[src/rtl/exec_ififo.sv]
// Always-on work-item FIFO with power-gated issue: first-word fall-through, zero-cycle read latency.
// in_ready drops only when full; out_valid is masked while the execution unit is isolated, off, or waking.
module exec_ififo #(
  parameter int DATA_W = 32,
  parameter int DEPTH = 8,
  parameter int WAKE_HOLD = 2,
  localparam int CNT_W = $clog2(DEPTH) + 1
) (
  input  logic              clk,
  input  logic              rst,
  input  logic              in_valid,
  input  logic [DATA_W-1:0] in_data,
  output logic              in_ready,
  output logic              out_valid,
  output logic [DATA_W-1:0] out_data,
  input  logic              out_ready,
  output logic              ififo_rdy,
  input  logic              iso_enable,
  input  logic              pwr_down,
  input  logic              pwron_reset,
  output logic [CNT_W-1:0]  count,
  output logic [CNT_W-1:0]  occ_hwm,
  output logic [7:0]        wake_cnt
);

  localparam int PTR_W = $clog2(DEPTH);
  localparam logic [CNT_W-1:0] FULL = CNT_W'(DEPTH);
  localparam logic [3:0] HOLD_INIT = 4'(WAKE_HOLD);

  logic [DATA_W-1:0] mem_q [DEPTH];
  logic [PTR_W-1:0]  wr_ptr_q, wr_ptr_d;
  logic [PTR_W-1:0]  rd_ptr_q, rd_ptr_d;
  logic [CNT_W-1:0]  count_q, count_d;
  logic [CNT_W-1:0]  occ_hwm_q, occ_hwm_d;
  logic [3:0]        hold_cnt_q, hold_cnt_d;
  logic [7:0]        wake_cnt_q, wake_cnt_d;
  logic              pwron_reset_q, pwron_reset_d;
  logic              exec_live;
  logic              push;
  logic              pop;

  assign in_ready  = (count_q != FULL);
  assign ififo_rdy = (count_q != '0);
  assign exec_live = !iso_enable && !pwr_down && !pwron_reset && (hold_cnt_q == 4'd0);
  assign out_valid = ififo_rdy && exec_live;
  assign out_data  = ififo_rdy ? mem_q[rd_ptr_q] : '0;
  assign push      = in_valid && in_ready;
  assign pop       = out_valid && out_ready;
  assign count     = count_q;
  assign occ_hwm   = occ_hwm_q;
  assign wake_cnt  = wake_cnt_q;

  always_comb begin
    wr_ptr_d      = push ? wr_ptr_q + 1'b1 : wr_ptr_q;
    rd_ptr_d      = pop ? rd_ptr_q + 1'b1 : rd_ptr_q;
    count_d       = count_q;
    if (push && !pop) count_d = count_q + 1'b1;
    if (pop && !push) count_d = count_q - 1'b1;
    occ_hwm_d     = (count_d > occ_hwm_q) ? count_d : occ_hwm_q;
    // Hold-off restarts on every pwron_reset cycle, so it counts from the last one.
    hold_cnt_d    = hold_cnt_q;
    if (pwron_reset) hold_cnt_d = HOLD_INIT;
    else if (hold_cnt_q != 4'd0) hold_cnt_d = hold_cnt_q - 4'd1;
    pwron_reset_d = pwron_reset;
    wake_cnt_d    = wake_cnt_q;
    if (pwron_reset_q && !pwron_reset && (wake_cnt_q != 8'hFF)) wake_cnt_d = wake_cnt_q + 8'd1;
  end

  always_ff @(posedge clk) begin
    if (rst) begin
      wr_ptr_q      <= '0;
      rd_ptr_q      <= '0;
      count_q       <= '0;
      occ_hwm_q     <= '0;
      hold_cnt_q    <= 4'd0;
      wake_cnt_q    <= 8'd0;
      pwron_reset_q <= 1'b0;
    end else begin
      wr_ptr_q      <= wr_ptr_d;
      rd_ptr_q      <= rd_ptr_d;
      count_q       <= count_d;
      occ_hwm_q     <= occ_hwm_d;
      hold_cnt_q    <= hold_cnt_d;
      wake_cnt_q    <= wake_cnt_d;
      pwron_reset_q <= pwron_reset_d;
    end
  end

  // Storage is not reset; a write racing rst is harmless because the pointers clear.
  always_ff @(posedge clk) begin
    if (push) mem_q[wr_ptr_q] <= in_data;
  end

endmodule

[config.mk]
export PLATFORM = sky130hd
export DESIGN_NAME = exec_ififo
export DESIGN_NICKNAME = d
export VERILOG_FILES = /design/src/rtl/exec_ififo.sv
export SDC_FILE = /design/constraint.sdc
export NUM_CORES = 1
export LEC_CHECK = 0
export BUFFER_PORTS_ARGS = -buffer_cell sky130_fd_sc_hd__buf_2
export CORE_AREA = 4 4 135 163
export CTS_BUF_LIST = sky130_fd_sc_hd__clkbuf_2 sky130_fd_sc_hd__clkbuf_4 sky130_fd_sc_hd__clkbuf_8
export DETAILED_ROUTE_END_ITERATION = 16
export DIE_AREA = 0 0 139 167
export GPL_TIMING_DRIVEN = 0
export PLACE_DENSITY = 0.76
export SETUP_SLACK_MARGIN = 0.2
export SLEW_MARGIN = 10
export SYNTH_ARGS = -nofsm -noshare
export SYNTH_HDL_FRONTEND = slang
export SYNTH_SLANG_ARGS = --single-unit
export TNS_END_PERCENT = 30
[constraint.sdc]
create_clock -name clk -period 4.35 [get_ports clk]
set_clock_uncertainty 0.05 [all_clocks]
set_input_delay 0.87 -clock clk [delete_from_list [all_inputs] [get_ports clk]]
set_output_delay 0.87 -clock clk [all_outputs]
set_load 0.01 [all_outputs]
Word level (Yosys, flattened, before mapping)

Memories as Yosys holds them, arrays and structs flattened. A register that Yosys moved wholly into a read port is not among the register bits.
Cells that the tools add are included.

Register bits: 27
RAM bits: 256
Output and inout port bits: 51
Word-level logic and storage cells: 47
Memories kept: 1

$add $sub $neg: 6
Magnitude comparators: 1
Eq/ne operators: 2
Mux-type cells: 9
Reductions and logical operators: 20

Memory list:

| memory | depth | bits a word | read ports | clocked after memory_dff | write ports | RTL line | RTL |
|---|---|---|---|---|---|---|---|
| mem_q  | 8     | 32          | 1          | 1                        | 1           | 30       | `logic [DATA_W-1:0] mem_q [DEPTH];` |

Operator list:

| kind                                                                | count |
|---|---|
| 32-bit two-way mux                                                  | 1 |
| 1-bit logical AND                                                   | 10 |
| 8-bit by 1-bit adder with 8-bit output (second input constant)      | 1 |
| 4-bit two-way mux                                                   | 2 |
| 8-bit inequality test (second input constant)                       | 1 |
| 4-bit nonzero test                                                  | 2 |
| 4-bit by 1-bit subtractor with 4-bit output (second input constant) | 2 |
| 3-bit by 1-bit adder with 3-bit output (second input constant)      | 2 |
| 3-bit two-way mux                                                   | 2 |
| 1-bit logical NOT                                                   | 5 |
| 4-bit by 1-bit adder with 4-bit output (second input constant)      | 1 |
| 4-bit greater-than comparator                                       | 1 |
| 4-bit logical NOT                                                   | 1 |
| 2-bit two-way mux                                                   | 2 |
| 4-bit inequality test (second input constant)                       | 1 |
| 1-bit two-way mux                                                   | 2 |
| 2-bit nonzero test                                                  | 1 |
| 2-bit OR reduction                                                  | 1 |

Logic depth before layout (Yosys ltp)

Gate-level depths: netlist of the first run.

Word-level depth: 11
Mapped depth: 13

Least setup slack after synthesis of the first run

No wires, ideal clock.

Path kind: reg-to-reg
Start point: register count_q[0] (netlist: count[0])
End point: memory mem_q[0][0] (enable)
Library setup time: 0.501 ns
Arrival: 4.177 ns
Data required time: 3.799 ns
Path slack: -0.379 ns
Cell stages (with the launch flop): 6
Buffers on the path: 0
Period minus slack after synthesis: 4.729 ns
Path through: dfxtp_1 > inv_1 > ha_1 > nand3b_1 > nand2_1 > nor4_1

Longest elaborated chain between the ends: 4

Ends and longest elaborated chain:

| element                                 | RTL line | RTL |
|---|---|---|
| from (decl)                             | 33       | `logic [CNT_W-1:0] count_q, count_d;` |
| from (signal assigned)                  | 81       | `count_q <= count_d;` |
| 4-bit inequality test                   | 42       | `assign in_ready = (count_q != FULL);` |
| via in_ready                            | 13       | `output logic in_ready,` |
| 1-bit logical AND                       | 47       | `assign push = in_valid && in_ready;` |
| 1-bit two-way mux                       | 91       | `if (push) mem_q[wr_ptr_q] <= in_data;` |
| 1-bit two-way mux (not written as such) | 91       |  |
| to (decl)                               | 30       |  |

The timed path passes the listed nets, and every way through them passes these cells.

Final worst setup path of the first run

Start point: register count_q[1] (netlist: count[1])
End point: output port out_data[2]

Longest elaborated chain between the ends: 2

Ends and longest elaborated chain:

| element            | RTL line | RTL |
|---|---|---|
| 4-bit nonzero test | 43       | `assign ififo_rdy = (count_q != '0);` |
| 32-bit two-way mux | 46       | `assign out_data = ififo_rdy ? mem_q[rd_ptr_q] : '0;` |
| to (decl)          | 15       | `output logic [DATA_W-1:0] out_data,` |

Every way passes these cells.

==> results of run 1 <==
==> worst max-delay path, stage by stage (launching register included) <==
cell	delay, ns
dfxtp_1	0.37
inv_1	0.09
ha_1	0.20
nor3b_2	0.76
clkbuf_1	0.54
nor2_1	0.19
buf_2	0.19
==> kinds of logic after synthesis <==
logic type,synth area share (%)
AO/OA/AOI/OAI,1.07
flip-flops,74.5
XOR/XNOR,1.10
buffers and inverters,1.28
multiplexers,16.3
AND/OR/NAND/NOR,4.69
adder cells (fa/ha/maj),1.10
==> layout by cell type, fill, tap and decap left out, drive strengths merged, types with 2 or more instances in the layout <==
cell type	instances
a211oi	2
a21oi	6
a22o	2
and3	2
and4	2
buf	119
clkbuf	78
clkinv	9
dfxtp	30
edfxtp	256
ha	9
inv	10
mux2i	37
mux4	64
nand2	9
nand2b	5
nand3	2
nand4	4
nor2	53
nor2b	7
nor3	9
nor4	3
o21ai	3
xnor2	5
xor2	9
==> Yosys cell counts (all sizes together), types with 7 or more instances <==
cell    instances  share of area, %
nor3            9              0.40
inv            10              0.34
clkbuf         17              0.57
ha              9               1.0
buf             9              0.37
nor2           53               1.8
mux4           64                13
mux2i          37               3.3
edfxtp        256                69
dfxtp          30               5.4
nor2b           7              0.39
nand2           9              0.30
xor2            9              0.71
==> sequential cells by signal, indices dropped and copies added (netlist names), named ones only <==
register / cells
mem_q: 256
wake_cnt: 8
count: 4
hold_cnt_q: 4
occ_hwm: 4
rd_ptr_q: 3
wr_ptr_q: 3
pwron_reset_q: 1
==> layer usage <==
| metal | global-route usage [%] | vias to the layer above | wire length, µm |
|---|---|---|---|
| met5 | 0 | - | 0 |
| met4 | 6.64 | 0 | 407 |
| met3 | 3.67 | 32 | 1390 |
| met2 | 33.8 | 215 | 11800 |
| met1 | 24.5 | 2896 | 8440 |
| li1 | - | 2592 | - |
==> layout make-up <==
cell class              instances  area [µm²]
flip-flops and latches        286        8290
well taps                     265         332
clock buffers                  61         727
clock inverters                10        45.0
plain buffers                  26         105
repair buffers                110         696
inverters                      10        37.5
multi-input cells             247        2760
fillers                      1393        7270
==> through the flow <==
step	total power [mW]	cells	hold WS (ns)	setup WS, ns
floorplan	3.39	569	0.425	0.250
global placement	3.55	922	0.427	-2.04
detailed placement	3.60	944	0.445	0.332
CTS	5.57	1015	0.461	0.492
global route	5.77	1015	0.493	0.267
finish	5.51	1015	0.456	0.567
==> worst paths after layout <==
check        slack, ns  cells after the start     endpoint       start
max               0.57                      6  out_data[2]    count[1]
min               0.46                      1   occ_hwm[2]  occ_hwm[2]
max reg2reg       0.58                     13   occ_hwm[2]    count[1]
min reg2reg       0.46                      1   occ_hwm[2]  occ_hwm[2]
==> report_power, final <==
group          total [mW]  internal (mW)  switching (mW)  leakage, nW
logic               0.434          0.173           0.261         1.38
registers            3.10           3.07          0.0309         2.57
clock network        1.98           1.07           0.914        0.413
total                5.51           4.31            1.21         4.36
==> results.py, run 1 <==
metrics = {
    "cts": {
        "clock_sinks": 286,
        "path_clk_slew_ns": 0.06,
        "clk_latency_ns": 0.52,
        "htreeDepth": 2,
        "ctsHoldBuffers": 0,
        "numCtsBuffers": 42,
        "cts_tree": "built",
        "cts_resized": 0,
        "cts-root-buf": "clkbuf_8",
        "post_cts_buffers": 0,
        "clock_path_buffers": 3,
    },
    "cells_and_area": {
        "utilization_pct": 64.1,
        "area_delta_synth_final_pct": 16.7,
        "drive_gt1_share_pct": 34.3,
        "final_area_um2": 13000,
        "nets": 771,
        "insertedDiodeCount": 0,
    },
    "drt": {
        "drtIter0Drc": 375,
        "vias_per_cell": 5.65,
        "drt-wirelength-per-cell_um": 21.7,
        "drt_wl_total_um": 22000,
        "postRouteAntennaNets": 0,
        "dr.pass1.iters": 5,
        "num_vias": 5735,
        "drc": 0,
    },
    "timing": {
        "timing.final.crit_period_ns": 3.78,
        "min_period_over_period_pct": 87.0,
        "final_max_slew_viol_count": 0,
        "max_freq_ghz": 0.264,
        "tightestPinTransition_ns": 0.900,
        "hold_viol_final": 0,
        "grt_setup_unrepaired": "false",
        "slew_headroom_pct": 39.8,
        "setup_viol": 0,
        "fin_tns_setup_ns": 0,
    },
    "setup_path": {
        "worstSetupPathType": "reg2out",
        "crit_path_start_kind": "flop",
        "cp_max_fo": 10,
        "endpoint_kind": "primary output",
        "required_ns": 3.43,
        "crit_arrival_ns": 2.86,
    },
    "power_and_ir_drop": {
        "vdd_ir_drop_max_mv": 0.226,
        "p_leak_nw": 4.36,
        "power_density_nw_per_um2": 425,
    },
    "synthesis": {
        "netlist_area_um2": 11100,
        "syn_area_per_cell_um2": 19.6,
        "synth_edf_count": 256,
        "syn_nets": 617,
        "synth.ff_latch_count": 286,
        "syn_inst": 569,
        "synthDistinctLibCells": 40,
        "synthArstFlopShare_pct": 0,
        "synth_warnings": 0,
        "ys_seq_area_share_pct": 74.5,
        "ys.flop_type": "edfxtp_1",
    },
    "global_route": {
        "grt_pass1_vias": 6204,
        "antenna_found_initial": 0,
        "grtUsageTotal_pct": 19.4,
        "overflow": 0,
        "grt_pass1_wl_um": 34600,
        "grt_max_degree": 22,
    },
    "die": {
        "die_h_um": 167,
        "core-area_um2": 20300,
        "initial_core_util_pct": 54.9,
        "die_x_um": 139,
        "rows": 57,
        "io_pins": 90,
        "fp.dieArea_um2": 23200,
    },
    "placed_design": {
        "numPortBuffers": 88,
        "dp_hpwl_um": 14600,
        "placedInstanceArea_um2": 12200,
        "gp_congestion": 0.744,
    },
    "flow_run": {
        "drv_cap": 0,
    },
    "run_status": {
        "status": "complete, no violations",
    },
    "hold_path": {
        "hp-class": "reg2reg",
    },
}
(Power assumes the default switching activity.)
==> inputs of run 2 (changes only) <==
--- a/config.mk
+++ b/config.mk
@@ -12,6 +12,7 @@
 export DIE_AREA = 0 0 139 167
 export GPL_TIMING_DRIVEN = 0
 export PLACE_DENSITY = 0.76
+export RECOVER_POWER = 100
 export SETUP_SLACK_MARGIN = 0.2
 export SLEW_MARGIN = 10
 export SYNTH_ARGS = -nofsm -noshare
==> run 2 against run 1 <==
Effect of this change: power shrank 0.45%; the run now ends with max-capacitance violations, max-slew violations left; largest cell class unchanged; wire length grew 0.12%; sequential power about the same; worst setup slack worse by 0.073 ns; via count up 0.38%; first-iteration DRC count up 5.1%.
==> results.py, run 2 (synthesis gave the netlist of run 1 again) <==
metrics = {
    "drt": {
        "drtIter0Drc": 394,
        "num_vias": 5757,
        "postRouteAntennaNets": 0,
        "drt-wirelength-per-cell_um": 21.7,
        "dr.pass1.iters": 6,
        "drt_wl_total_um": 22100,
        "vias_per_cell": 5.67,
        "drc": 0,
    },
    "timing": {
        "fin_tns_setup_ns": 0,
        "min_period_over_period_pct": 88.7,
        "grt_setup_unrepaired": "false",
        "max_freq_ghz": 0.259,
        "holdWs_ns": 0.460,
        "worst_slack_ns": 0.493,
        "hold_viol_final": 0,
        "setup_viol": 0,
        "timing.final.crit_period_ns": 3.86,
        "slew_headroom_pct": -63.1,
        "tightestPinTransition_ns": 2.42,
        "final_max_slew_viol_count": 9,
    },
    "cells_and_area": {
        "final_cell_mix": "edfxtp_1, clkbuf_1, mux4_2",
        "largest_reg_flops": 256,
        "area_delta_synth_final_pct": 14.1,
        "nets": 771,
        "mostFrequentLayoutCell": "edfxtp_1",
        "utilization_pct": 62.7,
        "regMostFlops": "mem_q",
        "final_area_um2": 12700,
        "drive_gt1_share_pct": 20.8,
    },
    "cts": {
        "cts_resized": 0,
        "cts-root-buf": "clkbuf_8",
        "numCtsBuffers": 42,
        "post_cts_buffers": 0,
        "htreeDepth": 2,
        "clock_path_buffers": 3,
        "cts_tree": "built",
        "clk_latency_ns": 0.52,
        "clock_sinks": 286,
        "ctsHoldBuffers": 0,
        "path_clk_slew_ns": 0.06,
    },
    "placed_design": {
        "dp_hpwl_um": 14600,
        "gp_congestion": 0.744,
        "numPortBuffers": 88,
        "pre_cts_ws_ns": 0.332,
        "placedInstanceArea_um2": 12200,
    },
    "global_route": {
        "grtUsageTotal_pct": 19.4,
        "overflow": 0,
        "antenna_found_initial": 0,
        "grt_pass1_wl_um": 34600,
        "grt_max_degree": 22,
        "grt_pass1_vias": 6204,
    },
    "setup_path": {
        "cpMaxStageDelayCell": "nor3_1",
        "crit_arrival_ns": 3.99,
        "crit_path_cell_trace": "inv_1, ha_1, nand3b_1, nand2_1, nor3_1, clkbuf_1, clkbuf_1, clkbuf_2",
        "cp_slowest_stage_delay_ns": 0.94,
        "worstSetupPathType": "reg2reg",
        "crit_path_frequent_cell": "clkbuf_1",
        "rrSetupSlack_ns": 0.49,
        "required_ns": 4.48,
        "cp_max_fo": 8,
        "crit_path_start_kind": "flop",
        "cpLargestDelayFamily": "buffers and inverters",
        "endpoint_kind": "flop",
        "crit_buf_inv": 4,
    },
    "flow_run": {
        "drv_cap": 1,
    },
    "power_and_ir_drop": {
        "p_sw_share_pct": 21.9,
        "p_seq_share_pct": 56.5,
        "p_int_mw": 4.28,
        "vdd_ir_drop_max_mv": 0.227,
        "p_leak_nw": 3.99,
        "power_density_nw_per_um2": 432,
        "clkPwrFrac_pct": 36.1,
        "switchingPower_mw": 1.20,
        "combinationalPowerShare_pct": 7.4,
    },
    "die": {
        "rows": 57,
        "die_x_um": 139,
        "die_h_um": 167,
        "initial_core_util_pct": 54.9,
        "fp.dieArea_um2": 23200,
        "core-area_um2": 20300,
        "io_pins": 90,
    },
    "hold_path": {
        "hp-class": "reg2reg",
    },
    "run_status": {
        "violations": "max-capacitance violations, max-slew violations",
        "status": "finished, violations left",
    },
}
run 2: power by group through the flow:
stage               Combinational, mW  Sequential (mW)  Clock (mW)
CTS                             0.440             3.10        2.03
global route                    0.455             3.10        2.19
global placement                0.397             3.16           0
floorplan                       0.238             3.16           0
finish                          0.408             3.10        1.98
detailed placement              0.439             3.16           0
run 2: layout make-up:
type                            instances  area, µm²
Antenna cell                            1       2.50
Tap cell                              265        332
Clock buffer                           61        727
Inverter                               10       37.5
Timing Repair Buffer                  110        463
Clock inverter                         10       45.0
Fill cell                            1469       7560
Sequential cell                       286       8290
Buffer                                 26        105
Multi-Input combinational cell        247       2700
run 2: final timing paths:
kind / cells after the start / to / from
max: 8 / mem_q[1][29] / count[0]
min: 1 / occ_hwm[2] / occ_hwm[2]
max reg2reg: 8 / mem_q[1][29] / count[0]
min reg2reg: 1 / occ_hwm[2] / occ_hwm[2]
run 2: metal layers:
metal	vias to the layer above	global-route usage [%]	part of all wire, %
met5	-	0	0
met4	0	6.64	1.9
met2	205	33.8	53
li1	2594	-	-
met1	2922	24.5	39
met3	36	3.67	5.9
run 2: stage by stage:
step | std cells | power, mW
floorplan | 569 | 3.39
global placement | 922 | 3.55
detailed placement | 944 | 3.60
CTS | 1015 | 5.57
global route | 1015 | 5.75
finish | 1016 | 5.49
run 2: worst register-to-register path: stages, from the launching register on:
cell and delay, ns:
dfxtp_1 0.41, inv_1 0.10, ha_1 0.25, nand3b_1 0.17, nand2_1 0.22, nor3_1 0.94, clkbuf_1 0.57, clkbuf_1 0.47
clkbuf_2 0.34
==> inputs of run 3 (changes only) <==
--- a/config.mk
+++ b/config.mk
@@ -6,12 +6,14 @@
 export NUM_CORES = 1
 export LEC_CHECK = 0
 export BUFFER_PORTS_ARGS = -buffer_cell sky130_fd_sc_hd__buf_2
-export CORE_AREA = 4 4 135 163
+export CELL_PAD_IN_SITES_DETAIL_PLACEMENT = 1
+export CELL_PAD_IN_SITES_GLOBAL_PLACEMENT = 1
+export CORE_AREA = 4 4 143 173
 export CTS_BUF_LIST = sky130_fd_sc_hd__clkbuf_2 sky130_fd_sc_hd__clkbuf_4 sky130_fd_sc_hd__clkbuf_8
 export DETAILED_ROUTE_END_ITERATION = 16
-export DIE_AREA = 0 0 139 167
+export DIE_AREA = 0 0 147 177
 export GPL_TIMING_DRIVEN = 0
-export PLACE_DENSITY = 0.76
+export PLACE_DENSITY_LB_ADDON = 0.1
 export RECOVER_POWER = 100
 export SETUP_SLACK_MARGIN = 0.2
 export SLEW_MARGIN = 10
==> run 3 against run 2 <==
Effect of this change: the run still ends with max-capacitance violations, max-slew violations left; clock-buffer cell count up 2; maximum frequency about the same; cell count grew 5.8%; combinational power grew 1%; sequential cell count unchanged; first-iteration DRC count shrank 12%; critical path type unchanged.
==> results.py, run 3 (synthesis gave the netlist of run 1 again) <==
metrics = {
    "run_status": {
        "status": "finished, violations left",
        "violations": "max-capacitance violations, max-slew violations",
    },
    "placed_design": {
        "dp.cells": 994,
        "dp_hpwl_um": 16100,
        "pre_cts_ws_ns": 0.260,
        "gp_congestion": 0.730,
        "numPortBuffers": 88,
    },
    "setup_path": {
        "worstSetupPathType": "reg2reg",
        "cpLargestDelayFamily": "simple AND/OR/NAND/NOR gates",
        "cpMaxStageDelayCell": "nor2_1",
        "required_ns": 4.46,
        "crit_buf_inv": 3,
        "cp_slowest_stage_delay_ns": 1.02,
        "crit_path_cell_trace": "inv_1, ha_1, nand3b_1, and2_0, clkbuf_1, nand2_1, nor2_1, clkbuf_2",
        "crit_path_start_kind": "flop",
        "cp_max_fo": 21,
        "endpoint_kind": "flop",
        "crit_arrival_ns": 3.96,
    },
    "cells_and_area": {
        "regMostFlops": "mem_q",
        "insertedDiodeCount": 0,
        "drive_gt1_share_pct": 20.4,
        "final_cell_mix": "edfxtp_1, clkbuf_1, mux4_2",
        "largest_reg_flops": 256,
        "area_delta_synth_final_pct": 15.5,
        "mostFrequentLayoutCell": "edfxtp_1",
        "nets": 774,
        "layout.cells.non_filler": 1075,
    },
    "timing": {
        "tightestPinTransition_ns": 1.49,
        "hold_viol_final": 0,
        "final_max_slew_viol_count": 1,
        "grt_setup_unrepaired": "false",
        "min_period_over_period_pct": 88.6,
        "slew_headroom_pct": -0.0666,
        "setup_viol": 0,
        "worst_slack_ns": 0.495,
        "max_freq_ghz": 0.259,
        "timing.final.crit_period_ns": 3.85,
    },
    "die": {
        "rows": 61,
        "die_x_um": 147,
        "core-area_um2": 23000,
        "io_pins": 90,
        "die_h_um": 177,
        "initial_core_util_pct": 48.4,
        "fp.dieArea_um2": 26000,
    },
    "power_and_ir_drop": {
        "p_seq_share_pct": 53.9,
        "vdd_ir_drop_max_mv": 0.309,
        "power_density_nw_per_um2": 448,
        "clkPwrFrac_pct": 38.9,
        "p_leak_nw": 4.02,
        "combinationalPowerShare_pct": 7.2,
        "switchingPower_mw": 1.28,
        "p_sw_share_pct": 22.3,
        "p_int_mw": 4.47,
    },
    "cts": {
        "htreeDepth": 2,
        "cts_tree": "built",
        "clk_latency_ns": 0.53,
        "post_cts_buffers": 0,
        "clock_sinks": 286,
        "cts-root-buf": "clkbuf_8",
        "numCtsBuffers": 45,
        "clock_path_buffers": 3,
        "path_clk_slew_ns": 0.06,
    },
    "drt": {
        "drtIter0Drc": 347,
        "vias_per_cell": 5.41,
        "drt-wirelength-per-cell_um": 22.6,
        "drc": 0,
        "dr.pass1.iters": 4,
        "num_vias": 5814,
        "postRouteAntennaNets": 0,
        "drt_wl_total_um": 24300,
    },
    "flow_run": {
        "drv_cap": 1,
    },
    "global_route": {
        "grt_pass1_vias": 6550,
        "grtUsageTotal_pct": 19.2,
        "grt_max_degree": 23,
        "grt_pass1_wl_um": 38000,
        "antenna_found_initial": 0,
        "overflow": 0,
    },
    "hold_path": {
        "hp-class": "reg2reg",
    },
}
[run 3: final timing paths]
path,startpoint,endpoint,slack (ns),cells past startpoint
worst max-delay path,count[1],mem_q[7][9],0.50,8
worst min-delay path,occ_hwm[2],occ_hwm[2],0.46,1
worst max register to register,count[1],mem_q[7][9],0.50,8
worst min register to register,occ_hwm[2],occ_hwm[2],0.46,1
[run 3: timing repair]
item                       in CTS  in global routing
gates resized for setup         0                  1
setup endpoints to repair       0                  3
hold buffers                    0                  0
[run 3: layout make-up]
cell class / count / area [µm²]
Fill cell: 2125 / 10100
Sequential cell: 286 / 8290
Multi-Input combinational cell: 247 / 2700
Clock buffer: 63 / 767
Timing Repair Buffer: 110 / 427
Tap cell: 315 / 394
Clock inverter: 18 / 131
Buffer: 26 / 105
Inverter: 10 / 37.5
[run 3: metal layers]
layer,global-route usage (%),part of all wire (%)
met5,0,0
met4,5.01,1.8
met3,3.46,3.8
met2,33.5,52
met1,25.2,42
[run 3: stage by stage]
step | hold WS [ns] | total power [mW] | cell area [µm²] | util [%] | TNS [ns]
2_1_floorplan | 0.425 | 3.39 | 11100 | - | 0
3_3_place_gp | 0.430 | 3.56 | 12000 | 52.1 | -337.72
3_5_place_dp | 0.440 | 3.61 | 12300 | 53.3 | 0
4_1_cts | 0.454 | 5.87 | 13200 | 57.2 | 0
5_1_grt | 0.510 | 6.02 | 12900 | 56.0 | 0
6_report | 0.458 | 5.75 | 12900 | 56.0 | 0
[run 3: power groups by stage]
stage | combinational, mW | clock, mW | sequential, mW
4_1_cts | 0.454 | 2.31 | 3.10
5_1_grt | 0.464 | 2.45 | 3.11
3_5_place_dp | 0.452 | 0 | 3.16
6_report | 0.413 | 2.24 | 3.10
3_3_place_gp | 0.406 | 0 | 3.16
2_1_floorplan | 0.238 | 0 | 3.16
